File: src/rtl/enc_seq_pkg.sv
// Shared types for the encoder measurement sequencer: FSM states, error codes
// and a width helper for the disarm counter.
package enc_seq_pkg;

  typedef enum logic [2:0] {
    S_IDLE     = 3'd0,
    S_ARM      = 3'd1,
    S_WAIT_RDY = 3'd2,
    S_WAIT_VLD = 3'd3,
    S_OUTPUT   = 3'd4,
    S_DISARM   = 3'd5
  } seq_state_e;

  typedef enum logic [1:0] {
    ERR_NONE    = 2'd0,
    ERR_ABORT   = 2'd1,
    ERR_TIMEOUT = 2'd2
  } seq_err_e;

  function automatic int dis_w(input int cyc);
    return (cyc < 2) ? 1 : $clog2(cyc);
  endfunction

endpackage

File: src/rtl/enc_seq_timer.sv
// Loadable down-counter used to bound the READY/VALID waits.
// A load of zero leaves the timer idle, so it never expires.
module enc_seq_timer #(
  parameter int W = 32
) (
  input  logic         CLK,
  input  logic         RSTN,
  input  logic         i_load,
  input  logic [W-1:0] i_val,
  input  logic         i_en,
  output logic         o_exp
);

  logic [W-1:0] r_cnt;
  logic         r_run;

  always_ff @(posedge CLK or negedge RSTN) begin
    if (!RSTN) begin
      r_cnt <= '0;
      r_run <= 1'b0;
    end else if (i_load) begin
      r_cnt <= i_val;
      r_run <= |i_val;
    end else if (i_en && r_run && (r_cnt != '0)) begin
      r_cnt <= r_cnt - W'(1);
    end
  end

  assign o_exp = r_run && (r_cnt == '0);

endmodule

File: src/rtl/enc_meas_seq.sv
// Measurement sequencer: arms both encoder counters, captures the two counts
// per run and hands each pair out over valid/ready. Wait timeouts are built
// only when ENC_SEQ_TIMEOUT_EN is defined.
module enc_meas_seq
  import enc_seq_pkg::*;
#(
  parameter int CNT_W      = 64,
  parameter int RUNS_W     = 16,
  parameter int TO_W       = 32,
  parameter int DISARM_CYC = 2
) (
  input  logic              CLK,
  input  logic              RSTN,
  input  logic              I_START,
  input  logic              I_ABORT,
  input  logic              I_SEL_CFG,
  input  logic [RUNS_W-1:0] I_RUNS,
  input  logic [TO_W-1:0]   I_TIMEOUT,
  output logic              O_ARM,
  output logic              O_SEL,
  input  logic              I_READY_0,
  input  logic              I_READY_1,
  input  logic              I_VALID_0,
  input  logic              I_VALID_1,
  input  logic              I_OVERFLOW_0,
  input  logic              I_OVERFLOW_1,
  input  logic [CNT_W-1:0]  I_CNT_A0,
  input  logic [CNT_W-1:0]  I_CNT_A1,
  output logic              O_RES_VALID,
  input  logic              I_RES_READY,
  output logic [CNT_W-1:0]  O_RES_CNT0,
  output logic [CNT_W-1:0]  O_RES_CNT1,
  output logic [RUNS_W-1:0] O_RES_IDX,
  output logic [1:0]        O_RES_OVF,
  output logic              O_BUSY,
  output logic              O_DONE,
  output logic [1:0]        O_ERR
);

  localparam int              DIS_W    = dis_w(DISARM_CYC);
  localparam logic [DIS_W-1:0] DIS_LAST = DIS_W'(DISARM_CYC - 1);

  seq_state_e        r_state, w_nxt;
  seq_err_e          r_err, w_err;
  logic              r_arm, w_arm;
  logic              r_sel, w_sel;
  logic [RUNS_W-1:0] r_runs, w_runs;
  logic [RUNS_W-1:0] r_idx, w_idx;
  logic [CNT_W-1:0]  r_cnt0, w_cnt0, r_cnt1, w_cnt1;
  logic              r_got0, w_got0, r_got1, w_got1;
  logic [1:0]        r_ovf, w_ovf;
  logic              r_rv, w_rv;
  logic              r_done, w_done;
  logic              r_busy;
  logic              r_stop, w_stop;
  logic [DIS_W-1:0]  r_dis, w_dis;
  logic              w_kill;
  seq_err_e          w_kill_err;
  logic              w_tmr_exp;

`ifdef ENC_SEQ_TIMEOUT_EN
  logic [TO_W-1:0] r_timeout;
  logic            w_tmr_load, w_tmr_en;

  always_ff @(posedge CLK or negedge RSTN) begin
    if (!RSTN)                              r_timeout <= '0;
    else if ((r_state == S_IDLE) && I_START) r_timeout <= I_TIMEOUT;
  end

  // Reload on every entry into a wait state so each wait gets the full budget.
  assign w_tmr_load = ((r_state == S_ARM) && (w_nxt == S_WAIT_RDY)) ||
                      ((r_state == S_WAIT_RDY) && (w_nxt == S_WAIT_VLD));
  assign w_tmr_en   = (r_state == S_WAIT_RDY) || (r_state == S_WAIT_VLD);

  enc_seq_timer #(.W(TO_W)) u_tmr (
    .CLK    (CLK),
    .RSTN   (RSTN),
    .i_load (w_tmr_load),
    .i_val  (r_timeout),
    .i_en   (w_tmr_en),
    .o_exp  (w_tmr_exp)
  );
`else
  logic w_unused_to;
  assign w_unused_to = ^I_TIMEOUT;
  assign w_tmr_exp   = 1'b0;
`endif

  always_ff @(posedge CLK or negedge RSTN) begin
    if (!RSTN) r_state <= S_IDLE;
    else       r_state <= w_nxt;
  end

  always_comb begin
    w_nxt      = r_state;
    w_err      = r_err;
    w_arm      = r_arm;
    w_sel      = r_sel;
    w_runs     = r_runs;
    w_idx      = r_idx;
    w_cnt0     = r_cnt0;
    w_cnt1     = r_cnt1;
    w_got0     = r_got0;
    w_got1     = r_got1;
    w_ovf      = r_ovf;
    w_rv       = r_rv;
    w_done     = 1'b0;
    w_stop     = r_stop;
    w_dis      = r_dis;
    w_kill     = 1'b0;
    w_kill_err = ERR_NONE;
    case (r_state)
      S_IDLE: if (I_START) begin
        w_sel  = I_SEL_CFG;
        w_runs = I_RUNS;
        w_err  = ERR_NONE;
        w_idx  = '0;
        w_stop = 1'b0;
        if (I_RUNS == '0) w_done = 1'b1;
        else begin
          w_nxt = S_ARM;
          w_arm = 1'b1;
        end
      end
      S_ARM: begin
        w_got0 = 1'b0;
        w_got1 = 1'b0;
        w_ovf  = '0;
        if (I_ABORT) begin
          w_kill     = 1'b1;
          w_kill_err = ERR_ABORT;
        end else begin
          w_nxt = S_WAIT_RDY;
          w_arm = 1'b1;
        end
      end
      S_WAIT_RDY: begin
        w_ovf = r_ovf | {I_OVERFLOW_1, I_OVERFLOW_0};
        if (I_ABORT) begin
          w_kill     = 1'b1;
          w_kill_err = ERR_ABORT;
        end else if (I_READY_0 && I_READY_1) begin
          w_nxt = S_WAIT_VLD;
        end else if (w_tmr_exp) begin
          w_kill     = 1'b1;
          w_kill_err = ERR_TIMEOUT;
        end
      end
      S_WAIT_VLD: begin
        w_ovf = r_ovf | {I_OVERFLOW_1, I_OVERFLOW_0};
        if (I_ABORT) begin
          w_kill     = 1'b1;
          w_kill_err = ERR_ABORT;
        end else begin
          // First VALID cycle per channel wins; later counter values are ignored.
          if (I_VALID_0 && !r_got0) begin
            w_got0 = 1'b1;
            w_cnt0 = I_CNT_A0;
          end
          if (I_VALID_1 && !r_got1) begin
            w_got1 = 1'b1;
            w_cnt1 = I_CNT_A1;
          end
          if (w_got0 && w_got1) begin
            w_nxt = S_OUTPUT;
            w_rv  = 1'b1;
          end else if (w_tmr_exp) begin
            w_kill     = 1'b1;
            w_kill_err = ERR_TIMEOUT;
          end
        end
      end
      S_OUTPUT: begin
        if (I_ABORT) begin
          w_stop = 1'b1;
          w_err  = ERR_ABORT;
        end
        if (I_RES_READY) begin
          w_rv  = 1'b0;
          w_arm = 1'b0;
          w_dis = '0;
          w_nxt = S_DISARM;
        end
      end
      S_DISARM: begin
        if (I_ABORT && !r_stop) begin
          w_stop = 1'b1;
          w_err  = ERR_ABORT;
        end
        w_dis = r_dis + DIS_W'(1);
        if (r_dis == DIS_LAST) begin
          w_idx = r_idx + RUNS_W'(1);
          if (w_stop) w_nxt = S_IDLE;
          else if (w_idx == r_runs) begin
            w_nxt  = S_IDLE;
            w_done = 1'b1;
          end else w_nxt = S_ARM;
        end
      end
      default: w_nxt = S_IDLE;
    endcase
    if (w_kill) begin
      w_nxt  = S_DISARM;
      w_arm  = 1'b0;
      w_stop = 1'b1;
      w_err  = w_kill_err;
      w_dis  = '0;
    end
  end

  always_ff @(posedge CLK or negedge RSTN) begin
    if (!RSTN) begin
      r_err  <= ERR_NONE;
      r_arm  <= 1'b0;
      r_sel  <= 1'b0;
      r_runs <= '0;
      r_idx  <= '0;
      r_cnt0 <= '0;
      r_cnt1 <= '0;
      r_got0 <= 1'b0;
      r_got1 <= 1'b0;
      r_ovf  <= '0;
      r_rv   <= 1'b0;
      r_done <= 1'b0;
      r_busy <= 1'b0;
      r_stop <= 1'b0;
      r_dis  <= '0;
    end else begin
      r_err  <= w_err;
      r_arm  <= w_arm;
      r_sel  <= w_sel;
      r_runs <= w_runs;
      r_idx  <= w_idx;
      r_cnt0 <= w_cnt0;
      r_cnt1 <= w_cnt1;
      r_got0 <= w_got0;
      r_got1 <= w_got1;
      r_ovf  <= w_ovf;
      r_rv   <= w_rv;
      r_done <= w_done;
      r_busy <= (w_nxt != S_IDLE);
      r_stop <= w_stop;
      r_dis  <= w_dis;
    end
  end

  assign O_ARM       = r_arm;
  assign O_SEL       = r_sel;
  assign O_RES_VALID = r_rv;
  assign O_RES_CNT0  = r_cnt0;
  assign O_RES_CNT1  = r_cnt1;
  assign O_RES_IDX   = r_idx;
  assign O_RES_OVF   = r_ovf;
  assign O_BUSY      = r_busy;
  assign O_DONE      = r_done;
  assign O_ERR       = r_err;

endmodule
File: config.mk
export PLATFORM = sky130hd
export DESIGN_NAME = enc_meas_seq
export DESIGN_NICKNAME = d
export VERILOG_FILES = /design/src/rtl/enc_seq_pkg.sv /design/src/rtl/enc_seq_timer.sv /design/src/rtl/enc_meas_seq.sv
export SDC_FILE = /design/constraint.sdc
export NUM_CORES = 1
export LEC_CHECK = 0
export BUFFER_PORTS_ARGS = -buffer_cell sky130_fd_sc_hd__buf_4
export CORE_MARGIN = 2
export CORE_UTILIZATION = 35
export CTS_CLUSTER_SIZE = 20
export DETAILED_ROUTE_END_ITERATION = 7
export PLACE_DENSITY_LB_ADDON = 0.12
export REMOVE_ABC_BUFFERS = 1
export SLEW_MARGIN = 0
export SYNTH_ARGS = -nofsm -noshare
export SYNTH_HDL_FRONTEND = slang
export SYNTH_SLANG_ARGS = --single-unit
File: constraint.sdc
create_clock -name CLK -period 3.8 [get_ports CLK]
set_clock_uncertainty 0.15 [all_clocks]
set_input_delay 0.76 -clock CLK [delete_from_list [all_inputs] [get_ports CLK]]
set_output_delay 0.76 -clock CLK [all_outputs]
set_load 0.02 [all_outputs]
Yosys cells after proc, flatten, opt, wreduce, memory -nomap -nowiden:

Cells that the tools add are included.

* flip-flop bits (word level): 176
* bits in latches: 0
* RAM bits: 0
* memories kept: 0
* bits of input ports: 188
* output and inout bits: 153
* logic and storage cells: 126
* ROM bits: 0

* multipliers: 0
* mux-type cells: 59
* reductions and logical operators: 30
* shifts and indexed selects: 0
* div/mod/pow operators: 0
* order comparisons: 0
* add/sub/neg operators: 2
* bitwise operators: 2
* equal/unequal tests: 17

Operators with widths (number)
* $mux W1: 32
* $mux W16: 2
* $pmux W16 S2: 1
* $mux W3: 10
* $ne A3 B3 Y1 const B: 6
* $pmux W3 S6: 1
* $add A16 B1 Y16 const B: 1
* $eq A16 B16 Y1: 1
* $logic_not A16 Y1: 1
* $reduce_and A3 Y1: 4
* $ne A2 B2 Y1 const B: 5
* $pmux W1 S2: 5
* $mux W2: 4
* $reduce_and A4 Y1: 2
* $reduce_bool A2 Y1: 4
* $reduce_bool A4 Y1: 2
* $eq A3 B2 Y1 const B: 2
* $eq A3 B3 Y1 const B: 2
* $pmux W1 S3: 2
* $pmux W2 S3: 1
* $reduce_and A2 Y1: 3
* $reduce_bool A3 Y1: 2
* $logic_and A1 B1 Y1: 5
* $reduce_and A5 Y1: 1
* other kinds (9): 11

Longest topological paths before layout:

* depth after elaboration: 11
* mapped depth: 8
* gate-level depth less buffers: 7

Worst setup path after synthesis:

No wires, ideal clock.

* path type: reg2reg
* from: register r_idx[0], in the netlist O_RES_IDX[0]
* to: register r_busy, in the netlist O_BUSY
* setup slack: 1.156 ns
* cell stages (with the launch flop): 8
* period minus slack after synthesis: 2.644 ns
* path buffers: 0
* data required time: 3.511 ns
* library setup time: 0.139 ns
* data arrival time: 2.356 ns
* path through: dfrtp_1 -> ha_1 -> nand3_2 -> or4_1 -> a21oi_1 -> a31o_1 -> a31oi_1 -> or4b_1

* cells in the longest elaborated chain, start to end: 8

Ends and longest elaborated chain
* start, declared: line enc_meas_seq.sv:48 `logic [RUNS_W-1:0] r_idx, w_idx;`
* start signal, assigned: line enc_meas_seq.sv:233 `r_idx <= w_idx;`
* $add A16 B1 Y16: line enc_meas_seq.sv:192 `w_idx = r_idx + RUNS_W'(1);`
* $eq A16 B16 Y1: line enc_meas_seq.sv:194 `else if (w_idx == r_runs) begin`
* $mux W1: line enc_meas_seq.sv:194
* $mux W1: line enc_meas_seq.sv:193 `if (w_stop) w_nxt = S_IDLE;`
* $mux W3: line enc_meas_seq.sv:191 `if (r_dis == DIS_LAST) begin`
* $pmux W3 S6: line enc_meas_seq.sv:112 `case (r_state)`
* $mux W3: line enc_meas_seq.sv:202 `if (w_kill) begin`
* $reduce_bool A3 Y1: line enc_meas_seq.sv:241 `r_busy <= (w_nxt != S_IDLE);`
* end signal, assigned: line enc_meas_seq.sv:241
* end, declared: line enc_meas_seq.sv:54 `logic r_busy;`

No other way between the ends.
A chain may end at the register's enable or synchronous reset.

Final worst setup path:

Same ends and word-level chain as after synthesis.

==> impl_metrics.py <==
metrics = {
    "clock_tree": {
        "cts_sinks": 175,
        "cts_made_buffers": 17,
        "cts.path.max_buffers": 2,
        "clkTransAtPathRegs_ns": 0.07,
        "cts_resized": 0,
        "cts_tree": "built",
        "hold_buffers": 0,
        "htree_levels": 4,
        "post_cts_buffers": 0,
        "insertion_delay_ns": 0.42,
        "root_buffer": "clkbuf_16",
    },
    "yosys": {
        "synth-compound-area-share": 0.0662,
        "synth_top_area_frac": 0.586,
        "synth-seq-cells": 175,
        "synth-xor-area-share": 0.0235,
        "syn_avg_cell_area_um2": 13.2,
        "synth_area_leader_cell": "dfrtp_1",
        "syn_inst": 566,
        "yosysSeqAreaShare": 0.586,
        "synth_edf_count": 0,
        "synthAdderAreaFrac": 0.00168,
        "yosysWarnings": 0,
        "synthSimpleGateAreaFrac": 0.0794,
        "synthMuxAreaShare": 0.219,
        "ys_types": 52,
        "yosys-top-cells-area": "dfrtp_1, mux2_2, o21ai_0, xnor2_1, nor2_1",
        "async_flop_share": 1.00,
        "synth_area_um2": 7470,
        "synth_flop_cell": "dfrtp_1",
        "synth_top_family_by_area": "multiplexers",
    },
    "setup_path": {
        "start_kind": "flip-flop",
        "end_kind": "flip-flop",
        "path_class": "flip-flop to flip-flop",
        "crit_buf_inv": 0,
        "critical_path.max_stage_delay_ns": 0.53,
        "cpLargestDelayFamily": "simple AND/OR/NAND/NOR gates",
        "path_cells": "ha_1 > nand3_2 > nor3_2 > xnor2_1 > nor4_2 > a31oi_1 > or4b_1",
        "crit_path_max_fanout": 10,
        "arrival_ns": 3.06,
        "critPathSlowestCell": "dfrtp_1",
        "cp.required_ns": 3.94,
    },
    "sta": {
        "tns_ns": 0,
        "max_freq_mhz": 342,
        "slew_headroom": 0.319,
        "fin_crit_sh": 0.769,
        "rsz0062_at_grt": "false",
        "slew_violations": 0,
        "min_period_ns": 2.92,
        "finalHoldViolCount": 0,
        "holdWs_ns": 0.154,
        "setup_viol": 0,
        "worst_slew_pin_slew_ns": 1.02,
    },
    "power": {
        "p_leak_nw": 5.45,
        "power.density_nw_per_um2": 805,
        "vdd.ir_drop.worst_v": 0.000380,
    },
    "cells_and_area": {
        "final_cell_mix": "buf_4, dfrtp_1, mux2_2",
        "fin_area_um2": 10600,
        "final_common_cell": "buf_4",
        "syn_to_final_growth_pct": 42.2,
        "fill_cells": 1936,
        "fin_cells": 1152,
        "num-nets-final": 1052,
        "drive_gt1_frac": 0.570,
    },
    "floorplan": {
        "ios": 341,
        "start_util": 0.356,
        "core_area_um2": 21000,
        "die_height_um": 150,
        "die_x_um": 150,
        "rows": 53,
        "dieArea_um2": 22500,
    },
    "global_route": {
        "grt_pass1_vias": 5882,
        "grt_max_degree": 68,
        "grt_pass1_wl_um": 31500,
        "antenna_found_initial": 1,
        "grt-ovfl-total": 0,
        "grt_use_total": 0.180,
    },
    "detailed_routing": {
        "drt_iter0_drc": 271,
        "drc": 0,
        "drtPass1Iterations": 7,
        "ant_nets": 0,
        "wl_per_cell_um": 17.7,
        "viasPerCell": 4.90,
        "vias": 5640,
        "wl_um": 20400,
    },
    "placement": {
        "place_area_um2": 10000,
        "dpl.hpwl_um": 15300,
        "dp.cells": 1119,
        "io_buffers": 307,
        "gp_congestion": 0.816,
    },
    "job": {
        "drv_cap": 0,
    },
    "status": {
        "status": "finished, final reports clean",
    },
    "min_path": {
        "hold_path_class": "input port to asynchronous set/reset pin",
    },
}
==> power by group <==
part	switching [mW]	internal [mW]
sequential	0.539	2.68
combinational	1.85	1.77
clock	0.821	0.896
==> cells by family (layout without fill, tap and decap cells) <==
| family | after synthesis | count (layout) |
|---|---|---|
| muxes | 145 | 145 |
| DFF | 175 | 175 |
| adders and majority gates | 1 | 1 |
| other | 1 | 2 |
| buffers and inverters | 41 | 351 |
| and+or+nand+nor | 103 | 103 |
| AOI/OAI and AO/OA | 80 | 80 |
| xor gates and xnor gates | 20 | 20 |
==> path summary, 6_finish.rpt <==
kind	startpoint	end	slack [ns]	cells past startpoint
min in group CLK	O_RES_CNT0[59]	O_RES_CNT0[59]	0.36	1
worst min-delay path	RSTN	O_RES_CNT0[50]	0.15	1
worst max-delay path	O_RES_IDX[0]	O_BUSY	0.88	7
worst min register to register	O_RES_CNT0[59]	O_RES_CNT0[59]	0.36	1
max in group asynchronous	RSTN	O_RES_CNT0[61]	2.52	2
worst max register to register	O_RES_IDX[0]	O_BUSY	0.88	7
==> stage by stage <==
step | util | setup slack (ns) | total power, mW
floorplan | - | 0.292 | 5.17
global placement | 0.479 | 0.912 | 6.81
detailed placement | 0.479 | 0.866 | 6.91
CTS | 0.507 | 0.851 | 8.66
global route | 0.507 | 0.590 | 9.05
finish | 0.507 | 0.877 | 8.55
==> metal layers <==
metal / vias to the layer above / wire (um) / global-route usage / share of wire
met4: 0 / 257 / 0.0467 / 0.013
met3: 19 / 1870 / 0.0776 / 0.092
met1: 2793 / 7660 / 0.204 / 0.38
li1: 2624 / - / - / -
met5: - / 0 / 0 / 0
met2: 204 / 10600 / 0.310 / 0.52
==> cell type report <==
class                           instances  area, um2  area share
Multi-Input combinational cell        350       2910       0.274
Antenna cell                            1       2.50    0.000236
Clock buffer                           18        439      0.0414
Tap cell                              275        344      0.0324
Timing Repair Buffer                  313       2380       0.224
Sequential cell                       175       4380       0.412
Clock inverter                         14        141      0.0133
Inverter                                6       22.5     0.00212
==> registers in the layout (all words and copies together) (netlist names), 2 cells and up <==
name / cells
O_RES_CNT0: 64
O_RES_CNT1: 64
O_RES_IDX: 16
r_runs: 16
r_state: 3
O_RES_OVF: 2
==> cell usage after synthesis (all sizes together) (6+ instances only) <==
master / instances
inv: 6
clkbuf: 18
xnor2: 15
o31ai: 6
nand3: 11
a21oi: 18
nor4: 8
o21ai: 30
nor3: 6
mux2: 145
nand4: 6
buf: 17
nand2: 22
dfrtp: 175
nor2: 27
Power figures use the tool's default switching activity.
